<file path="src/rtl/regfile_wr_arbiter.sv">
// Two-source writeback arbiter for the single register-file write port.
// Port A has fixed priority; an aging counter forces a grant to port B after MAX_WAIT lost cycles.
module regfile_wr_arbiter #(
    parameter int DATA_W   = 32,
    parameter int ADDR_W   = 5,
    parameter int MAX_WAIT = 4
) (
    input  logic              i_clk,
    input  logic              i_rst,
    input  logic              i_a_valid,
    input  logic [ADDR_W-1:0] i_a_addr,
    input  logic [DATA_W-1:0] i_a_data,
    output logic              o_a_ready,
    input  logic              i_b_valid,
    input  logic [ADDR_W-1:0] i_b_addr,
    input  logic [DATA_W-1:0] i_b_data,
    output logic              o_b_ready,
    output logic [ADDR_W-1:0] o_rd_addr,
    output logic [DATA_W-1:0] o_rd_data,
    output logic              o_wr_en,
    output logic              o_b_forced
);

    localparam int               CNT_W    = $clog2(MAX_WAIT + 1);
    localparam logic [CNT_W-1:0] CNT_MAX  = CNT_W'(MAX_WAIT);
    localparam logic [CNT_W-1:0] CNT_LAST = CNT_W'(MAX_WAIT - 1);

    typedef enum logic {
        PRI_A = 1'b0,
        PRI_B = 1'b1
    } state_t;

    state_t            state;
    logic [CNT_W-1:0]  wait_cnt;
    logic              a_grant;
    logic              b_grant;
    logic              b_lost;
    logic [ADDR_W-1:0] sel_addr;
    logic [DATA_W-1:0] sel_data;

    // NOTE: every combinational output gets a default first so no latch is inferred.
    always_comb begin
        a_grant = 1'b0;
        b_grant = 1'b0;
        if (!i_rst) begin
            if (state == PRI_A) begin
                a_grant = i_a_valid;
                b_grant = i_b_valid && !i_a_valid;
            end else begin
                b_grant = i_b_valid;
                a_grant = i_a_valid && !i_b_valid;
            end
        end
    end

    assign o_a_ready = a_grant;
    assign o_b_ready = b_grant;
    assign b_lost    = i_b_valid && !b_grant;
    assign sel_addr  = b_grant ? i_b_addr : i_a_addr;
    assign sel_data  = b_grant ? i_b_data : i_a_data;

    // NOTE: sequential state uses non-blocking assignments only, so every flop samples pre-edge values.
    always_ff @(posedge i_clk or posedge i_rst) begin
        if (i_rst) begin
            state      <= PRI_A;
            wait_cnt   <= '0;
            o_b_forced <= 1'b0;
        end else begin
            if (b_lost) begin
                if (wait_cnt != CNT_MAX) begin
                    wait_cnt <= wait_cnt + 1'b1;
                end
            end else begin
                wait_cnt <= '0;
            end

            if (state == PRI_A) begin
                if (b_lost && wait_cnt == CNT_LAST) begin
                    state      <= PRI_B;
                    o_b_forced <= 1'b1;
                end
            end else if (b_grant || !i_b_valid) begin
                state      <= PRI_A;
                o_b_forced <= 1'b0;
            end
        end
    end

    // Register x0 is hardwired: a grant to it is consumed but never reaches the file.
    always_ff @(posedge i_clk or posedge i_rst) begin
        if (i_rst) begin
            o_wr_en   <= 1'b0;
            o_rd_addr <= '0;
            o_rd_data <= '0;
        end else begin
            o_wr_en <= 1'b0;
            if ((a_grant || b_grant) && sel_addr != '0) begin
                o_wr_en   <= 1'b1;
                o_rd_addr <= sel_addr;
                o_rd_data <= sel_data;
            end
        end
    end

endmodule

</file>
<file path="config.mk">
export PLATFORM = sky130hd
export DESIGN_NAME = regfile_wr_arbiter
export DESIGN_NICKNAME = d
export VERILOG_FILES = /design/src/rtl/regfile_wr_arbiter.sv
export SDC_FILE = /design/constraint.sdc
export NUM_CORES = 1
export LEC_CHECK = 0
export CAP_MARGIN = 20
export CORE_MARGIN = 1.5
export CORE_UTILIZATION = 36
export CTS_CLUSTER_DIAMETER = 60
export DETAILED_ROUTE_END_ITERATION = 8
export PLACE_DENSITY = 0.79
export SETUP_SLACK_MARGIN = 0.15
export SLEW_MARGIN = 20
export SYNTH_ARGS = -nofsm -noshare
export SYNTH_HDL_FRONTEND = slang
export SYNTH_SLANG_ARGS = --single-unit
</file>
<file path="constraint.sdc">
create_clock -name i_clk -period 1.8 [get_ports i_clk]
set_input_delay 0.36 -clock i_clk [delete_from_list [all_inputs] [get_ports i_clk]]
set_output_delay 0.36 -clock i_clk [all_outputs]
set_load 0.01 [all_outputs]
</file>
==> run summary <==
The routed layout has 1835 vias. The area added between synthesis and finish works out to 71.9%. The run gives 3700 um^2 as the area after detailed placement. The net count after synthesis is 240.

The final routed wire length divided by cell count was 15.7 um; the count of maximum capacitance violations was 0. The logs give 0.00217 W for the cell-internal power and 6060 um^2 for the total core area. The final layout contains 386 nets. The largest voltage drop on the vdd net came out at 0.369 mV.

STA classifies the critical path startpoint as an input port. The synthesized flop and latch total was 43; the largest net degree at the start of global routing was 24. Counting I/O delays and the setup requirement, the final critical path takes 1.89 ns. Cells with a size suffix above 1 make up 39.2% of the layout.

The tools report the clock root buffer as sky130_fd_sc_hd__clkbuf_8. Sequential cells were found to cover 46.6% of the synthesized design area. Global routing consumed, over all layers together, 18.4% of the routing resources. For this configuration, the core starts out at a cell density of 38.1%.

By startpoint and endpoint, the worst setup path is classified as in -> reg. TritonCTS built the clock tree. The die outline width is 83.1 um, and the slack of the worst reg-to-reg path is -0.06 ns. The summed area of non-filler cells in the final layout is 3970 um^2, and the post-CTS clock slew at the launch and capture registers of the worst setup and hold paths is 0.08 ns. In this run the vertical extent of the chip is 83.1 um.

The worst hold path belongs to the class in -> async. Dividing total power by cell area gives a power density of 738 nW/um^2. The synthesized netlist occupies a cell area of 2310 um^2. Hold repair after CTS inserted 0 buffers. In this run the core area contains 28 standard-cell rows.

The tools report the detailed-router iteration count before antenna repair as 4. The share of the clock period used by the worst path after layout was 105%. In the layout the commonest cells are sky130_fd_sc_hd__clkdlybuf4s50_1, sky130_fd_sc_hd__dfrtp_1, sky130_fd_sc_hd__mux2_2, sky130_fd_sc_hd__mux2_4, sky130_fd_sc_hd__buf_4. Among all flip-flop cells after synthesis, the most frequent one is sky130_fd_sc_hd__dfrtp_1. The wire-length estimate of the detail-placed layout is 4.38 mm. The via count of the first global-routing pass is 2016.

Start of the worst register-to-register path: state. The run gives 31 as the distinct cell type count after synthesis. The count of buffers added on input and output ports is 118. Setup repair after global routing could not meet its margin everywhere. The top achievable clock speed was 0.528 GHz; the initial antenna violation count was 0.

The clock network is responsible for 19.4% of the overall power. Headroom to the max-slew limit came out at 80.3%. The clock passes through at most 2 buffers. Number of clock sinks: 43.

The tools report the number of fillers in the final layout as 478. The routed via count divided by cell count is 4.82. The final reports fail on setup timing. The post-layout worst setup margin came out at -0.0947 ns. The largest fanout on the critical path is 8.

In this run the power spent charging and discharging nets is 0.000756 W. Dividing the synthesized area by the synthesized cell count gives 14.5 um^2. Commonest non-fill, non-tap cell in the layout: sky130_fd_sc_hd__clkdlybuf4s50_1. The logs give 0 for the Yosys warning count and 0 for the antenna diode instance count.

Data arrives at the worst endpoint at 2.06 ns. The number of DRC violations after detailed-routing iteration 0 is 25, and the power after layout is 0.00293 W. Setup violations remaining at the end of the flow were counted as 27. The tools report the number of buffers inserted during clock tree synthesis as 5.

The flow ran to the end, but the final reports show violations. The reg-to-reg endpoint was o_rd_data[19]. At the later pin of the worst-skew pair, clock insertion delay measures 0.29 ns. The number of primary I/O pins is 119. Number of antenna-violating nets in the routed design: 0.

The first global-routing pass estimated 10.2 mm of wire. The run gives 0 as the count of pins over their slew limit. Counting every instance in the synthesized netlist gives 159. The die covers 6900 um^2. The analysis attributes to cell leakage a power of 1.76 nW. The actual slew at the worst max-slew pin was 0.294 ns; the routability congestion estimate was 0.702.

Counting flops with an async set or reset pin after synthesis yields a share of 100%. In the routed design, unresolved DRC markers number 0. The worst setup path is captured at a register. The proportion of total power due to net switching was 25.8%. Combinational cells account for 38.9% of the total power. The depth of the worst register-to-register path was 8.

Summed over all layers, the global routing overflow is 0. The logs give 0 for the final count of hold timing violations and 1.97 ns for the endpoint required time on the critical path. The number of flops mapped to enable cells by yosys is 0, and the worst clock skew is 0.00811 ns.

The H-tree was split into 2 levels. Per report_power, the sequential group accounts for 41.6% of the total. After detailed routing, the total wire length is 5.97 mm.
==> cell type report <==
type	instances	area (um^2)	share of cell area (%)
repair buffers	145	1470	37.0
flip-flops and latches	43	1080	27.1
clock inverters	1	5.00	0.126
well taps	75	93.8	2.37
inverters	6	30.0	0.757
clock buffers	7	76.3	1.92
multi-input cells	104	1220	30.7
==> critical path: stages <==
cell and delay [ns]:
sky130_fd_sc_hd__clkdlybuf4s15_1 0.18, sky130_fd_sc_hd__or4_4 0.52, sky130_fd_sc_hd__a21oi_4 0.18, sky130_fd_sc_hd__o32ai_4 0.12
sky130_fd_sc_hd__buf_12 0.15, sky130_fd_sc_hd__buf_12 0.12, sky130_fd_sc_hd__buf_12 0.14, sky130_fd_sc_hd__mux2_4 0.29
==> synth_stat cells (2+ instances only) <==
cell | count | area (um^2)
sky130_fd_sc_hd__mux2_4 | 28 | 420
sky130_fd_sc_hd__mux2_2 | 42 | 473
sky130_fd_sc_hd__nand2_1 | 3 | 11.3
sky130_fd_sc_hd__nand2b_1 | 2 | 12.5
sky130_fd_sc_hd__ha_1 | 3 | 37.5
sky130_fd_sc_hd__inv_1 | 5 | 18.8
sky130_fd_sc_hd__dfrtp_1 | 43 | 1080
sky130_fd_sc_hd__buf_2 | 3 | 15.0
sky130_fd_sc_hd__a21oi_1 | 3 | 15.0
sky130_fd_sc_hd__buf_6 | 3 | 33.8
sky130_fd_sc_hd__o21ai_0 | 4 | 20.0
==> power by group through the flow <==
stage / clock (W) / combinational (W) / sequential [W]
after floorplan: 0 / 0.000392 / 0.00130
after global placement: 0 / 0.00104 / 0.00123
after detailed placement: 0 / 0.00106 / 0.00123
after CTS: 0.000602 / 0.00114 / 0.00122
after global routing: 0.000647 / 0.00121 / 0.00124
final: 0.000569 / 0.00114 / 0.00122
==> per-stage QoR <==
stage	worst slack [ns]	TNS, ns	util (%)	hold slack [ns]	std cells
after floorplan	-0.0465	-1.26	-	0.179	159
final	-0.0947	-2.23	65.4	0.365	381
after global routing	-0.119	-2.81	65.4	0.394	381
after detailed placement	-0.557	-20.16	61.1	0.479	364
after CTS	-0.0561	-0.935	65.1	0.361	379
after global placement	-0.520	-18.84	61.1	0.473	364
==> routing by layer <==
metal	track usage [%]	wire, um	up-vias
met3	5.77	448	4
li1	-	-	867
met2	31.9	3050	72
met4	4.09	34	0
met5	0	0	-
met1	22.4	2440	892
==> registers in the layout, indices dropped and copies added, names as in the netlist <==
register / flops
o_b_forced: 1
o_wr_en: 1
wait_cnt: 3
o_rd_data: 32
state: 1
o_rd_addr: 5
==> how the worst max path moves through the flow <==
stage | startpoint | endpoint | slack [ns] | depth (start not counted)
after floorplan | i_b_addr[3] | o_rd_addr[1] | -0.05 | 5
after global placement | i_a_addr[3] | o_rd_data[21] | -0.52 | 6
after detailed placement | i_a_addr[3] | o_rd_data[21] | -0.56 | 6
after CTS | state | o_rd_data[19] | -0.06 | 7
after global routing | i_a_addr[0] | o_rd_data[18] | -0.12 | 8
final | i_a_addr[0] | o_rd_data[19] | -0.09 | 8
==> cells by family (layout without fill, tap and decap cells) <==
family,after synthesis,after routing,share of synthesized area (%)
simple gates,15,15,4.39
flops,43,43,46.6
compound gates,14,14,4.72
xor+xnor,1,1,0.380
fa+ha+maj,3,3,1.63
buf+inv,12,159,3.09
mux,71,71,39.2
==> timing repair <==
| item | in CTS | in global routing |
|---|---|---|
| setup endpoints to repair | 39 | 37 |
| setup buffers | 5 | 2 |
| pin swaps | 5 | 3 |
| cloned | 2 | 0 |
| gates resized for setup | 51 | 6 |
No activity file was read; power rests on OpenSTA's default activity.
